`src/rtl/idct_tp_buffer.sv`:
```
// Ping-pong 8x8 transpose buffer between IDCT passes.
// Rows are written into one bank while columns drain from the other.
module idct_tp_buffer #(
  parameter int W = 10
) (
  input  logic           clk,
  input  logic           reset,
  input  logic [8*W-1:0] in_data,
  input  logic           in_valid,
  output logic           in_ready,
  output logic [8*W-1:0] out_data,
  output logic           out_valid,
  input  logic           out_ready,
  output logic           out_last,
  output logic [15:0]    blk_cnt
);

  logic [W-1:0] mem_q [2][8][8];

  logic        wr_bank_q, wr_bank_d;
  logic [2:0]  wr_row_q, wr_row_d;
  logic        rd_bank_q, rd_bank_d;
  logic [2:0]  rd_col_q, rd_col_d;
  logic [1:0]  full_q, full_d;
  logic [15:0] blk_cnt_q, blk_cnt_d;

  logic wr_fire;
  logic rd_fire;
  logic wr_done;
  logic rd_done;

  assign in_ready  = ~full_q[wr_bank_q];
  assign out_valid = full_q[rd_bank_q];
  assign out_last  = out_valid & (rd_col_q == 3'd7);
  assign blk_cnt   = blk_cnt_q;

  assign wr_fire = in_valid & in_ready;
  assign rd_fire = out_valid & out_ready;
  assign wr_done = wr_fire & (wr_row_q == 3'd7);
  assign rd_done = rd_fire & (rd_col_q == 3'd7);

  // Storage is not reset; it is invisible until a bank is marked full.
  always_ff @(posedge clk) begin
    if (wr_fire) begin
      for (int c = 0; c < 8; c++) begin
        mem_q[wr_bank_q][wr_row_q][c] <= in_data[W*c +: W];
      end
    end
  end

  always_comb begin
    wr_bank_d = wr_bank_q;
    wr_row_d  = wr_row_q;
    if (wr_fire) begin
      wr_row_d = wr_row_q + 3'd1;
      if (wr_done) begin
        wr_bank_d = ~wr_bank_q;
      end
    end
  end

  always_comb begin
    rd_bank_d = rd_bank_q;
    rd_col_d  = rd_col_q;
    blk_cnt_d = blk_cnt_q;
    if (rd_fire) begin
      rd_col_d = rd_col_q + 3'd1;
      if (rd_done) begin
        rd_bank_d = ~rd_bank_q;
        blk_cnt_d = blk_cnt_q + 16'd1;
      end
    end
  end

  // Writer and reader always own different banks, so both edits compose.
  always_comb begin
    full_d = full_q;
    if (wr_done) begin
      full_d[wr_bank_q] = 1'b1;
    end
    if (rd_done) begin
      full_d[rd_bank_q] = 1'b0;
    end
  end

  always_ff @(posedge clk) begin
    if (reset) begin
      wr_bank_q <= 1'b0;
      wr_row_q  <= 3'd0;
      rd_bank_q <= 1'b0;
      rd_col_q  <= 3'd0;
      full_q    <= 2'b00;
      blk_cnt_q <= 16'd0;
    end else begin
      wr_bank_q <= wr_bank_d;
      wr_row_q  <= wr_row_d;
      rd_bank_q <= rd_bank_d;
      rd_col_q  <= rd_col_d;
      full_q    <= full_d;
      blk_cnt_q <= blk_cnt_d;
    end
  end

  always_comb begin
    out_data = '0;
    if (out_valid) begin
      for (int k = 0; k < 8; k++) begin
        out_data[W*k +: W] = mem_q[rd_bank_q][k][rd_col_q];
      end
    end
  end

endmodule

```
`config.mk`:
```
export PLATFORM = sky130hd
export DESIGN_NAME = idct_tp_buffer
export DESIGN_NICKNAME = d
export VERILOG_FILES = /design/src/rtl/idct_tp_buffer.sv
export SDC_FILE = /design/constraint.sdc
export NUM_CORES = 2
export LEC_CHECK = 0
export BUFFER_PORTS_ARGS = -buffer_cell sky130_fd_sc_hd__clkbuf_2
export CAP_MARGIN = 10
export CORE_MARGIN = 2
export CORE_UTILIZATION = 34
export CTS_BUF_LIST = sky130_fd_sc_hd__clkbuf_8
export CTS_CLUSTER_DIAMETER = 80
export DETAILED_ROUTE_END_ITERATION = 10
export GPL_ROUTABILITY_DRIVEN = 0
export MAX_ROUTING_LAYER = met4
export PLACE_DENSITY = 0.59
export SYNTH_ARGS = -nofsm -noshare
export SYNTH_HDL_FRONTEND = slang
export SYNTH_SLANG_ARGS = --single-unit
```
`constraint.sdc`:
```
create_clock -name clk -period 15.5 [get_ports clk]
set_input_delay 3.1 -clock clk [delete_from_list [all_inputs] [get_ports clk]]
set_output_delay 3.1 -clock clk [all_outputs]
set_load 0.02 [all_outputs]
```
==> results.sh <==
export IMPL_crit_required_ns=12.40
export IMPL_slew_headroom_pct=23.0
export IMPL_crit_family="buffers and inverters"
export IMPL_drc=0
export IMPL_clock_skew_final_ns=0.0368
export IMPL_crit_top_cell="buf_4"
export IMPL_syn_area_um2=55100
export IMPL_endpoint_kind="output pin"
export IMPL_p_total_uw=6910
export IMPL_reg2reg_slack_ns=11.01
export IMPL_syn_to_final_growth_pct=11.5
export IMPL_slowest_delay_ns=1.10
export IMPL_synth_seq_area_share_pct=70.8
export IMPL_floorplan_initialDensity_pct=34.3
export IMPL_setup_tns_final_ns=0
export IMPL_cts_buffers=203
export IMPL_grt_pass1_vias=31100
export IMPL_synth_edff_count=1280
export IMPL_wl_um=162000
export IMPL_nets=3461
export IMPL_h_tree_depth=4
export IMPL_grt_overflow_total=0
export IMPL_drive_gt1_share_pct=23.6
export IMPL_maxCapViolCount=0
export IMPL_clk_pin_slew_worst_paths_ns=0.06
export IMPL_status="finished clean"
export IMPL_synth_main_ff_cell="edfxtp_1"
export IMPL_cts_setup_buffers=0
export IMPL_grtUsageTotal_pct=20.2
export IMPL_yosys_warnings=0
export IMPL_antenna_violating_nets_post_route=0
export IMPL_io_buffer_count=182
export IMPL_viasPerCell=5.40
export IMPL_synth_top_family_by_area="multiplexers"
export IMPL_num_vias=30800
export IMPL_die_width_um=406
export IMPL_worstSetupPathType="register to output pin"
export IMPL_postSynthNetCount=3308
export IMPL_cts_tree="built"
export IMPL_irDropWorstVdd_v=0.0000791
export IMPL_cp_start_kind="register"
export IMPL_drtPass1Iterations=6
export IMPL_clk_latency_ns=0.90
export IMPL_synth_xor_area_share_pct=0.207
export IMPL_setup_viol=0
export IMPL_fmax_mhz=117
export IMPL_drt_iter0_drc=3910
export IMPL_die_area_um2=165000
export IMPL_synth_cells=3219
export IMPL_ios=183
export IMPL_avgRoutedWirePerCell_um=28.4
export IMPL_postSynthAreaPerCell_um2=17.1
export IMPL_crit_buf_inv=4
export IMPL_synth_top_area_share_pct=69.8
export IMPL_cp_arrival_ns=5.46
export IMPL_hold_ws_ns=0.504
export IMPL_leakagePower_uw=0.0208
export IMPL_crit_path_max_fanout=96
export IMPL_synth_largest_area_cell="edfxtp_1"
export IMPL_fin_crit_sh_pct=55.2
export IMPL_cp_slowest_cell="dfxtp_4"
export IMPL_grt_pass1_wl_um=228000
export IMPL_synthAdderAreaFrac_pct=0.114
export IMPL_yosys_area_share_simple_pct=5.59
export IMPL_fin_crit_ns=8.56
export IMPL_pre_cts_slack_ns=7.70
export IMPL_dp_hpwl_um=96000
export IMPL_rsz0062_at_grt="false"
export IMPL_core_area_um2=161000
export IMPL_async_flop_share_pct=0
export IMPL_hold_buffers=0
export IMPL_clockBufferDepth=3
export IMPL_dieHeight_um=406
export IMPL_ys_ff_latch=1307
export IMPL_p_per_area_nw_per_um2=113
export IMPL_hp_class="register to register"
export IMPL_crit_path_cell_trace="buf_12 -> buf_4 -> mux4_2 -> mux2i_1 -> o21ai_0 -> buf_4 -> clkbuf_2"
export IMPL_numClockSinks=1307
export IMPL_synthTopCellsByArea="edfxtp_1 (70%), mux4_2 (13%), nand2_1 (4.2%)"
export IMPL_post_cts_resized=0
export IMPL_finalMaxSlewViolations=0
export IMPL_row_count=147
export IMPL_hold_viol=0
export IMPL_worstMarginPinSlew_ns=1.14
export IMPL_cts_root_buf="clkbuf_8"
export IMPL_ys_types=41
export IMPL_antenna_found_initial=28
export IMPL_setup_ws_ns=6.94
export IMPL_grt_max_degree=103
export IMPL_synth_compound_area_share_pct=5.58
export IMPL_synth_area_mux_share_pct=15.0
[final timing paths]
check                                start                  endpoint  cells past startpoint
setup / recovery                  register              out_data[72]                      7
hold / removal    blk_cnt[15]$_SDFFE_PP0P_  blk_cnt[15]$_SDFFE_PP0P_                      2
setup reg to reg    wr_bank_q$_SDFFE_PP0P_   mem_q[1][306]$_DFFE_PP_                      4
hold reg to reg   blk_cnt[15]$_SDFFE_PP0P_  blk_cnt[15]$_SDFFE_PP0P_                      2
[kinds of logic (layout without fill, tap and decap cells)]
group           after synthesis  in the layout
compound gates              438            438
simple gates                735            735
xor+xnor                     13             13
mux                         424            424
other cells                   0              9
buf+inv                     297            605
fa+ha+maj                     5              5
flops                      1307           1307
[metrics by stage]
stage / utilization (%) / cells / area (um2)
after global routing: 38.2 / 5695 / 61400
after detailed placement: 35.9 / 5327 / 57800
final: 38.2 / 5696 / 61400
after CTS: 38.2 / 5687 / 61400
after floorplan: - / 3219 / 55100
after global placement: 35.9 / 5326 / 57800
[worst min-delay path, stage by stage, from the launching register on]
cell     delay, ns
dfxtp_1       0.31
o21ai_0       0.07
a21oi_1       0.06
[power by group]
| part | internal, uW | total [uW] | leakage, uW | switching (uW) |
|---|---|---|---|---|
| clock | 1280 | 2630 | 0.00204 | 1350 |
| sequential | 3950 | 3960 | 0.0118 | 10.4 |
| combinational | 82.7 | 328 | 0.00693 | 246 |
[layer usage]
layer / share of wire (%) / vias to the layer above / track usage, %
li1: - / 12900 / -
met4: 2.9 / 0 / 6.28
met5: 0 / - / -
met1: 40 / 16300 / 26.2
met3: 8.6 / 261 / 3.77
met2: 49 / 1365 / 32.3
[placed cells by master (no fill, tap or decap), types with 40 or more instances in the layout]
cell,count
edfxtp_1,1280
nand2_1,612
mux4_2,320
a21o_1,280
clkbuf_8,205
clkbuf_2,182
mux2i_1,103
clkinv_1,67
o21ai_0,65
a22oi_1,59
inv_1,59
buf_4,54
nor2b_1,40
[state kept, by name, indices dropped and copies added, names as in the netlist, named ones only]
register / cells
full_q: 2
blk_cnt: 16
wr_bank_q: 1
mem_q: 1280
rd_bank_q: 1
rd_col_q: 3
wr_row_q: 3
[final cells by class]
class | count | area, um2
Antenna cell | 9 | 22.5
Clock buffer | 205 | 2820
Clock inverter | 155 | 756
Fill cell | 15000 | 99400
Inverter | 7 | 26.3
Multi-Input combinational cell | 1615 | 14700
Sequential cell | 1307 | 39000
Tap cell | 2160 | 2700
Timing Repair Buffer | 238 | 1360
[cell usage after synthesis (2+ instances only)]
| cell type | number |
|---|---|
| a21o_1 | 280 |
| a21oi_1 | 10 |
| a22oi_1 | 59 |
| a31oi_1 | 2 |
| and2_1 | 10 |
| and4_1 | 3 |
| buf_1 | 5 |
| buf_2 | 78 |
| buf_4 | 71 |
| buf_6 | 4 |
| clkbuf_1 | 132 |
| clkinv_1 | 2 |
| dfxtp_1 | 27 |
| edfxtp_1 | 1280 |
| ha_1 | 5 |
| inv_1 | 3 |
| inv_2 | 2 |
| mux2i_1 | 103 |
| mux4_2 | 320 |
| nand2_1 | 613 |
| nand2b_1 | 3 |
| nand3_1 | 10 |
| nand4_1 | 4 |
| nor2_1 | 25 |
| nor2b_1 | 40 |
| nor3_1 | 4 |
| nor4_1 | 3 |
| nor4_2 | 3 |
| nor4_4 | 3 |
| o21ai_0 | 65 |
| o22ai_1 | 21 |
| or3_1 | 6 |
| or4_1 | 3 |
| or4_4 | 2 |
| xnor2_1 | 10 |
| xor2_1 | 3 |
Note: power is estimated with default switching activity, not from simulation.
